**src/rtl/bi_shift_serializer.sv**
```systemverilog
// Parallel-in, serial-out transmitter: accepts a WIDTH-bit word over valid/ready
// and shifts it out LSB-first or MSB-first, one bit per shift_en cycle.
module bi_shift_serializer #(
   parameter int WIDTH = 4
) (
   input  logic             clk,
   input  logic             rst,
   input  logic [WIDTH-1:0] load_data,
   input  logic             load_valid,
   output logic             load_ready,
   input  logic             MODE,
   input  logic             shift_en,
   output logic             Data_out,
   output logic             frame,
   output logic             last
);

   localparam int CNT_W = (WIDTH > 2) ? $clog2(WIDTH) : 1;
   localparam logic [CNT_W-1:0] CNT_MAX = CNT_W'(WIDTH - 1);

   typedef enum logic {
      IDLE  = 1'b0,
      SHIFT = 1'b1
   } state_t;

   state_t           state, state_next;
   logic [WIDTH-1:0] sreg, sreg_next;
   logic [CNT_W-1:0] cnt, cnt_next;
   logic             mode_q, mode_next;
   logic             at_last;
   logic             accept;

   assign at_last    = (cnt == CNT_MAX);
   // Ready depends only on state and shift_en so the source can never loop back into it.
   assign load_ready = (state == IDLE) || (at_last && shift_en);
   assign accept     = load_valid && load_ready;

   assign frame    = (state == SHIFT);
   assign last     = frame && at_last;
   assign Data_out = frame && (mode_q ? sreg[0] : sreg[WIDTH-1]);

   always_ff @(posedge clk or negedge rst) begin
      if (!rst) begin
         state  <= IDLE;
         sreg   <= '0;
         cnt    <= '0;
         mode_q <= 1'b0;
      end else begin
         // NOTE: non-blocking assignments so every register samples pre-edge values.
         state  <= state_next;
         sreg   <= sreg_next;
         cnt    <= cnt_next;
         mode_q <= mode_next;
      end
   end

   always_comb begin
      // NOTE: hold-by-default assignments first; any path left unassigned would infer a latch.
      state_next = state;
      sreg_next  = sreg;
      cnt_next   = cnt;
      mode_next  = mode_q;

      if (accept) begin
         // Covers both a load from IDLE and a gapless reload on the final enabled bit.
         state_next = SHIFT;
         sreg_next  = load_data;
         cnt_next   = '0;
         mode_next  = MODE;
      end else if (state == SHIFT && shift_en) begin
         if (!at_last) begin
            cnt_next  = cnt + 1'b1;
            sreg_next = mode_q ? (sreg >> 1) : (sreg << 1);
         end else begin
            state_next = IDLE;
            cnt_next   = '0;
         end
      end
   end

endmodule

```
**config.mk**
```make
export PLATFORM = sky130hd
export DESIGN_NAME = bi_shift_serializer
export DESIGN_NICKNAME = d
export VERILOG_FILES = /design/src/rtl/bi_shift_serializer.sv
export SDC_FILE = /design/constraint.sdc
export NUM_CORES = 1
export LEC_CHECK = 0
export ABC_CLOCK_PERIOD_IN_PS = 1300
export CAP_MARGIN = 20
export CORE_AREA = 4 4 41 43
export CTS_BUF_LIST = sky130_fd_sc_hd__clkbuf_2 sky130_fd_sc_hd__clkbuf_4 sky130_fd_sc_hd__clkbuf_8
export CTS_CLUSTER_DIAMETER = 150
export DETAILED_ROUTE_END_ITERATION = 7
export DIE_AREA = 0 0 45 47
export PLACE_DENSITY = 0.75
export SYNTH_ARGS = -nofsm -noshare
export SYNTH_HDL_FRONTEND = slang
export SYNTH_SLANG_ARGS = --single-unit
export TNS_END_PERCENT = 30
```
**constraint.sdc**
```tcl
create_clock -name clk -period 1.3 [get_ports clk]
set_input_delay 0.26 -clock clk [delete_from_list [all_inputs] [get_ports clk]]
set_output_delay 0.26 -clock clk [all_outputs]
set_load 0.1 [all_outputs]
```
; Word-level counts from Yosys, hierarchy flattened
; Cells that the tools add are included.
[word_totals]
input_bits = 9
word_cells = 29
register_bits = 8
[classes]
bitwise = 1
reduce_logical = 10
n_eq_ne = 2
n_mux = 11
n_addsub = 1
[op_table]
columns = op, count
row1 = 4-bit two-way mux, 4
row2 = 2-bit two-way mux, 3
row3 = 1-bit logical AND, 5
row4 = 1-bit two-way mux, 4
row5 = 2-bit AND reduction, 2
row6 = 2-bit nonzero test, 2
row7 = "2-bit by 1-bit adder with 2-bit output, second input constant", 1
row8 = "2-bit equality test, second input constant", 1
row9 = "2-bit by 1-bit != test with 1-bit output, second input constant", 1
row10 = 1-bit logical OR, 1
row11 = 1-bit NOT, 1

; Depth between registers and ports, before layout
; Gate-level depths: netlist (run 1).
[logic_depth]
word_depth = 6
mapped_depth = 5

; Worst setup path before layout (run 1)
; No wires, ideal clock.
[synth_path]
path_type = flip-flop to output port
startpoint = reg state, in the netlist frame
endpoint = out Data_out
t_arrival_ns = 2.464
path_slack_ns = -1.424
stages_incl_launch_ff = 3
cell_sequence = dfrtp_1 inv_1 nor2_1
[synth_between]
elab_chain_cells = 1
[synth_rtl]
columns = item, line
row1 = start: declaration, 26  ; state_t state, state_next;
row2 = start signal: assignment, 50  ; state <= state_next;
row3 = 1-bit logical AND, 40  ; assign Data_out = frame && (mode_q ? sreg[0] : sreg[WIDTH-1]);
row4 = end: declaration, 13  ; output logic Data_out,
; No other way between the ends.

; Worst setup path in the final report (run 1)
[layout_path]
startpoint = reg cnt[1]
endpoint = out load_ready
[layout_between]
elab_chain_cells = 3
[layout_rtl]
columns = item, line
row1 = start: declaration, 28  ; logic [CNT_W-1:0] cnt, cnt_next;
row2 = start signal: assignment, 52  ; cnt <= cnt_next;
row3 = 2-bit equality test, 33  ; assign at_last = (cnt == CNT_MAX);
row4 = 1-bit logical AND, 35  ; assign load_ready = (state == IDLE) || (at_last && shift_en);
row5 = 1-bit logical OR, 35
row6 = end: declaration, 10  ; output logic load_ready,
; No other way between the ends.

==> results.cfg, run 1 <==
[run_status]
outcome = finished with violations
violations_in_the_final_reports = setup timing

[finish]
finalNetCount = 91
drive_gt1_share_pct = 45.0
num-fill-cells = 112
layout.cell_area.non_filler_sq_um = 832
layout-area-overhead-vs-synth_pct = 80.2
insertedDiodeCount = 0

[synth]
synth_ff_type = sky130_fd_sc_hd__dfrtp_1
ys_seq_area_share_pct = 43.4
cell_variety_after_synth = 21
post_synth_inst_count = 51
yosys_register_bits = 8
mappedNetlistArea_sq_um = 462
synth_edf_count = 0
synthesis.yosys.warnings = 0
syn_area_per_cell_sq_um = 9.05
synth_fp_nets = 61
ys_async_sr_fraction_pct = 100

[setup_path]
worst_path_arrival_time_ns = 1.27
critical_path_required_ns = 1.04
crit_family = flip-flops
critical_path.cell_chain = ha_4 > a21bo_4 > buf_12
maximum_fanout_along_the_worst_path = 5
cp-start-kind = flop
slowest_stage = sky130_fd_sc_hd__dfrtp_1
worst-r2r-setup-slack_ns = -0.13
regToRegStartpoint = cnt[1]
critical_path.startpoint = cnt[1]
endpoint_kind = primary output
cpPeakStageDelay_ns = 0.42
path_buf_inv = 1
criticalPathCategory = reg2out

[floorplanning]
num_io_pins = 13
floorplan.initialDensity_pct = 35.5
dieWidth_um = 45
core_area_sq_mm = 0.00130
standard_cell_rows = 13
die_height_um = 47
die_area_sq_mm = 0.00212

[power_and_ir_drop]
power.net_switching_mw = 0.984
leak_pwr_nw = 0.379
internal_power_mw = 1.19
clock_power_share_pct = 11.0
pwr-share-comb_pct = 66.6
design_power_total_mw = 2.17
power_switching_share_pct = 45.3
seq_power_share_pct = 22.3
vdd_drop_max_mv = 1.37
power_per_cell_area_mw_per_mm2 = 2610

[clocking]
numCtsBuffers = 3
number_of_buffers_inserted_by_hold_repair_at_cts = 0
cts_root_buf = sky130_fd_sc_hd__clkbuf_4
clock_sink_count = 8
cts_tree = done
htreeDepth = 1
clk-insertion-delay-late_ns = 0.27
clockBufferDepth = 2
clk_pin_slew_ns = 0.07

[route]
routed_wire_length_mm = 1.23
final_antenna_net_count = 0
drcViolationCount = 0
drtPass1Iterations = 4
post_drt_via_cell_ratio = 4.89
wire_per_inst_um = 12.9
drt_first_iter_violations = 3
vias = 465

[placement]
buffer_ports.inserted = 12
hpwl_um = 858
placed_cell_area_sq_um = 734
finalWeightedCongestion = 0.797

[timing]
fin_hold_viols = 0
max_clock_freq_mhz = 655
setup_slack_of_the_critical_path_after_layout_ns = -0.227
fin_crit_sh_pct = 117
report.final.setup_viol = 9
grt_setup_unrepaired = yes
timing.clock.skew_ns = 0.0118
max_slew_margin_pct = 73.9
timing_max_transition_violations_final = 0
period_minus_slack_ns = 1.53
worst_slew_pin_slew_ns = 0.390

[global_route]
grt_pass1_wl_mm = 2.08
grt_antenna_before_repair = 0
grt_start_max_net_pins = 9
global_route.usage.total_pct = 14.1
vias_in_the_first_global_route = 481
grt_overflow_total = 0

[job]
timing.max_cap.violations = 0

[worst_hold_path]
timing.hold.worst.class = in2async
==> flip-flops by register name (all words and copies together) (netlist names) <==
name and cells:
cnt 2, frame 1, mode_q 1, sreg 4
==> cell usage in the layout, fill, tap and decap left out, types with 2 or more instances in the layout <==
cell type	n
sky130_fd_sc_hd__clkbuf_4	4
sky130_fd_sc_hd__o21ai_1	2
sky130_fd_sc_hd__o21ai_0	4
sky130_fd_sc_hd__nor2b_1	2
sky130_fd_sc_hd__nand2_2	2
sky130_fd_sc_hd__buf_12	4
sky130_fd_sc_hd__a21oi_1	2
sky130_fd_sc_hd__mux2i_1	3
sky130_fd_sc_hd__buf_6	3
sky130_fd_sc_hd__dfrtp_1	7
sky130_fd_sc_hd__nand2_1	9
sky130_fd_sc_hd__a21oi_2	2
sky130_fd_sc_hd__clkdlybuf4s50_1	8
sky130_fd_sc_hd__nor2_1	2
sky130_fd_sc_hd__buf_4	11
==> what timing repair did <==
action	4_1_cts	5_1_grt
gates cloned	0	0
resized for setup	8	4
endpoints found under the hold margin	0	0
setup buffers	4	0
pin swaps	2	1
endpoints found under the setup margin	8	9
==> power by group through the flow <==
stage | clock, mW | combinational (mW) | sequential [mW]
after global placement | 0 | 1.30 | 0.456
final | 0.240 | 1.45 | 0.484
after detailed placement | 0 | 1.31 | 0.455
after floorplan | 0 | 0.804 | 0.477
after CTS | 0.250 | 1.42 | 0.465
after global routing | 0.262 | 1.55 | 0.495
==> synth_stat cells (all sizes together), types with 2 or more instances <==
master / instances / area [sq um]
dfrtp: 8 / 200
nor2b: 3 / 21.3
nor2: 3 / 11.3
and2: 2 / 16.3
nand2: 11 / 41.3
o21ai: 6 / 30.0
a21oi: 4 / 23.8
mux2i: 4 / 40.0
==> worst paths after layout <==
kind / to / depth (start not counted)
min in group clk: sreg[2] / 2
max reg2reg: sreg[3] / 6
min reg2reg: sreg[2] / 2
max in group asynchronous: frame / 1
max: load_ready / 3
min: cnt[1] / 1
==> worst reg2reg max path, stage by stage, from the launching register on <==
cell and delay, ns:
sky130_fd_sc_hd__dfrtp_1 0.42, sky130_fd_sc_hd__ha_4 0.20, sky130_fd_sc_hd__a21bo_4 0.22, sky130_fd_sc_hd__buf_4 0.14
sky130_fd_sc_hd__and2_4 0.15, sky130_fd_sc_hd__a21oi_2 0.12, sky130_fd_sc_hd__a21oi_1 0.07
==> per-layer routing <==
layer	global-route usage (%)	wire, um	share of wire (%)	vias to the layer above
met3	3.83	87	7.1	2
met5	0	0	0	-
met2	23.4	617	50	16
met1	16.7	503	41	217
li1	-	-	-	230
met4	7.02	21	1.7	0
==> cell families after synthesis <==
| group | synth area share (%) |
|---|---|
| compound gates | 17.9 |
| fa+ha+maj | 2.71 |
| buf+inv | 1.90 |
| flops | 43.4 |
| mux | 8.67 |
| simple gates | 25.5 |
==> cell type report <==
class | instances | area, sq um | share of cell area (%)
timing repair buffer | 26 | 277 | 33.2
tap | 15 | 18.8 | 2.26
clock buffer | 4 | 30.0 | 3.61
inverter | 1 | 6.26 | 0.752
multi-input combinational | 41 | 297 | 35.6
sequential | 8 | 204 | 24.5
==> stage by stage <==
stage / util, % / setup TNS (ns) / setup slack [ns] / std cells / hold WS (ns)
floorplan: - / -1.56 / -0.228 / 51 / -0.0356
global placement: 56.4 / -0.814 / -0.152 / 87 / 0.498
detailed placement: 56.4 / -1.18 / -0.192 / 87 / 0.495
CTS: 63.3 / -1.01 / -0.218 / 95 / 0.279
global route: 63.9 / -1.57 / -0.263 / 95 / 0.293
finish: 63.9 / -1.06 / -0.227 / 95 / 0.277
(Power assumes the default switching activity.)
==> run 2: changes to the inputs <==
--- a/config.mk
+++ b/config.mk
@@ -6,10 +6,9 @@
 export NUM_CORES = 1
 export LEC_CHECK = 0
 export ABC_CLOCK_PERIOD_IN_PS = 1300
-export CAP_MARGIN = 20
 export CORE_AREA = 4 4 41 43
 export CTS_BUF_LIST = sky130_fd_sc_hd__clkbuf_2 sky130_fd_sc_hd__clkbuf_4 sky130_fd_sc_hd__clkbuf_8
-export CTS_CLUSTER_DIAMETER = 150
+export CTS_CLUSTER_DIAMETER = 100
 export DETAILED_ROUTE_END_ITERATION = 7
 export DIE_AREA = 0 0 45 47
 export PLACE_DENSITY = 0.75
==> results of run 2 <==
The final DEF is identical to that of run 1; final timing and power are the same.
==> run 3: changes to the inputs <==
--- a/config.mk
+++ b/config.mk
@@ -6,12 +6,16 @@
 export NUM_CORES = 1
 export LEC_CHECK = 0
 export ABC_CLOCK_PERIOD_IN_PS = 1300
-export CORE_AREA = 4 4 41 43
+export CELL_PAD_IN_SITES_DETAIL_PLACEMENT = 0
+export CELL_PAD_IN_SITES_GLOBAL_PLACEMENT = 2
+export CORE_MARGIN = 4
+export CORE_UTILIZATION = 25
 export CTS_BUF_LIST = sky130_fd_sc_hd__clkbuf_2 sky130_fd_sc_hd__clkbuf_4 sky130_fd_sc_hd__clkbuf_8
 export CTS_CLUSTER_DIAMETER = 100
 export DETAILED_ROUTE_END_ITERATION = 7
-export DIE_AREA = 0 0 45 47
-export PLACE_DENSITY = 0.75
+export GPL_TIMING_DRIVEN = 0
+export PLACE_DENSITY = 0.87
+export SLEW_MARGIN = 30
 export SYNTH_ARGS = -nofsm -noshare
 export SYNTH_HDL_FRONTEND = slang
 export SYNTH_SLANG_ARGS = --single-unit
==> results.cfg, run 3 (synthesis gave the netlist of run 1 again) <==
[run_status]
outcome = finished with violations
violations_in_the_final_reports = setup timing

[job]
timing.max_cap.violations = 0

[finish]
most_common_library_cell_in_the_layout_ignoring_fill_and_taps = sky130_fd_sc_hd__nand2_1
layout-area-overhead-vs-synth_pct = 66.1
drive_gt1_share_pct = 36.6
final-instance-count-excl-fill = 96
finalNetCount = 82
max_flop_register = sreg
layout_common_cells = 10 x sky130_fd_sc_hd__nand2_1, 7 x sky130_fd_sc_hd__dfrtp_1, 7 x sky130_fd_sc_hd__clkdlybuf4s50_1
insertedDiodeCount = 0
largest_register_ff_count = 4
largest_registers = sreg: 4 flops, cnt: 2 flops

[placement]
finalWeightedCongestion = 0.724
hpwl_um = 804
buffer_ports.inserted = 12
dpl.cell_count = 88
placement.setup.worst_slack_ns = -1.14

[clocking]
htreeDepth = 1
cts_root_buf = sky130_fd_sc_hd__clkbuf_4
clk_pin_slew_ns = 0.06
clk-insertion-delay-late_ns = 0.25
clock_sink_count = 8
clockBufferDepth = 2
numCtsBuffers = 3
cts_tree = done
number_of_buffers_inserted_by_hold_repair_at_cts = 0

[timing]
fin_hold_viols = 0
timing.clock.skew_ns = 0.00145
max_clock_freq_mhz = 668
setup_slack_of_the_critical_path_after_layout_ns = -0.196
timing.setup.tns_ns = -0.776
fin_crit_sh_pct = 115
report.final.setup_viol = 7
timing_max_transition_violations_final = 0
worst_slew_pin_slew_ns = 0.399
grt_setup_unrepaired = yes
period_minus_slack_ns = 1.50
max_slew_margin_pct = 73.3
hold_slack_ns = 0.297

[setup_path]
worst_path_arrival_time_ns = 1.24
criticalPathCategory = reg2out
endpoint_kind = primary output
maximum_fanout_along_the_worst_path = 4
critical_path_required_ns = 1.04
cp-start-kind = flop

[floorplanning]
dieWidth_um = 51.0
floorplan.initialDensity_pct = 26.5
die_height_um = 51.0
standard_cell_rows = 15
core_area_sq_mm = 0.00175
die_area_sq_mm = 0.00260
num_io_pins = 13

[worst_hold_path]
timing.hold.worst.class = in2async

[global_route]
vias_in_the_first_global_route = 423
grt_antenna_before_repair = 0
grt_start_max_net_pins = 9
grt_pass1_wl_mm = 1.95
global_route.usage.total_pct = 10.2
grt_overflow_total = 0

[route]
wl_met2_um = 527
drcViolationCount = 0
final_antenna_net_count = 0
wl_met3_um = 83
post_drt_via_cell_ratio = 4.40
routed_wire_length_mm = 1.14
wire_per_inst_um = 11.9
routedLengthMet1_um = 534
maxUsedRoutingLayer = met3
vias = 422
drt_first_iter_violations = 3
drtPass1Iterations = 4

[power_and_ir_drop]
leak_pwr_nw = 0.341
power_per_cell_area_mw_per_mm2 = 2690
design_power_total_mw = 2.06
vdd_drop_max_mv = 1.23
run 3: what timing repair did:
item,4_1_cts,5_1_grt
resized for setup,40,6
buffers inserted,3,1
cloned,0,0
pin swaps,3,0
endpoints found under the setup margin,9,8
run 3: layer usage:
layer	vias up	global-route usage [%]
met2	15	16.1
met5	-	0
met3	0	4.08
met1	191	11.8
met4	0	5.38
li1	216	-
run 3: final timing paths:
path                       startpoint          to  slack [ns]  depth (start not counted)
max in group asynchronous         rst       frame        0.69                          1
hold / removal                    rst      cnt[1]        0.30                          1
hold reg to reg               sreg[1]     sreg[1]        0.52                          2
min in group clk              sreg[1]     sreg[1]        0.52                          2
setup reg to reg               cnt[0]     sreg[3]       -0.10                          6
setup / recovery               cnt[0]  load_ready       -0.20                          3
run 3: critical path, cell delays in order (launching register included):
cell	delay [ns]
sky130_fd_sc_hd__dfrtp_1	0.41
sky130_fd_sc_hd__ha_4	0.19
sky130_fd_sc_hd__a21bo_4	0.22
sky130_fd_sc_hd__buf_12	0.16
run 3: area by class of cell:
class / count / area (sq um)
fill: 183 / 978
multi-input combinational: 41 / 310
sequential: 8 / 204
timing repair buffer: 16 / 176
tap: 25 / 31.3
clock buffer: 4 / 30.0
buffer: 1 / 11.3
inverter: 1 / 3.75
run 3: where the power goes:
part           leakage, nW  switching, mW  internal [mW]
combinational        0.228          0.763          0.594
sequential          0.0944          0.105          0.368
clock               0.0184         0.0909          0.139
total                0.341          0.958           1.10
run 3: per-stage QoR:
stage | instance area [sq um] | utilization (%)
2_1_floorplan | 485 | -
3_3_place_gp | 637 | 36.5
3_5_place_dp | 637 | 36.5
4_1_cts | 738 | 42.3
5_1_grt | 767 | 43.9
6_report | 767 | 43.9
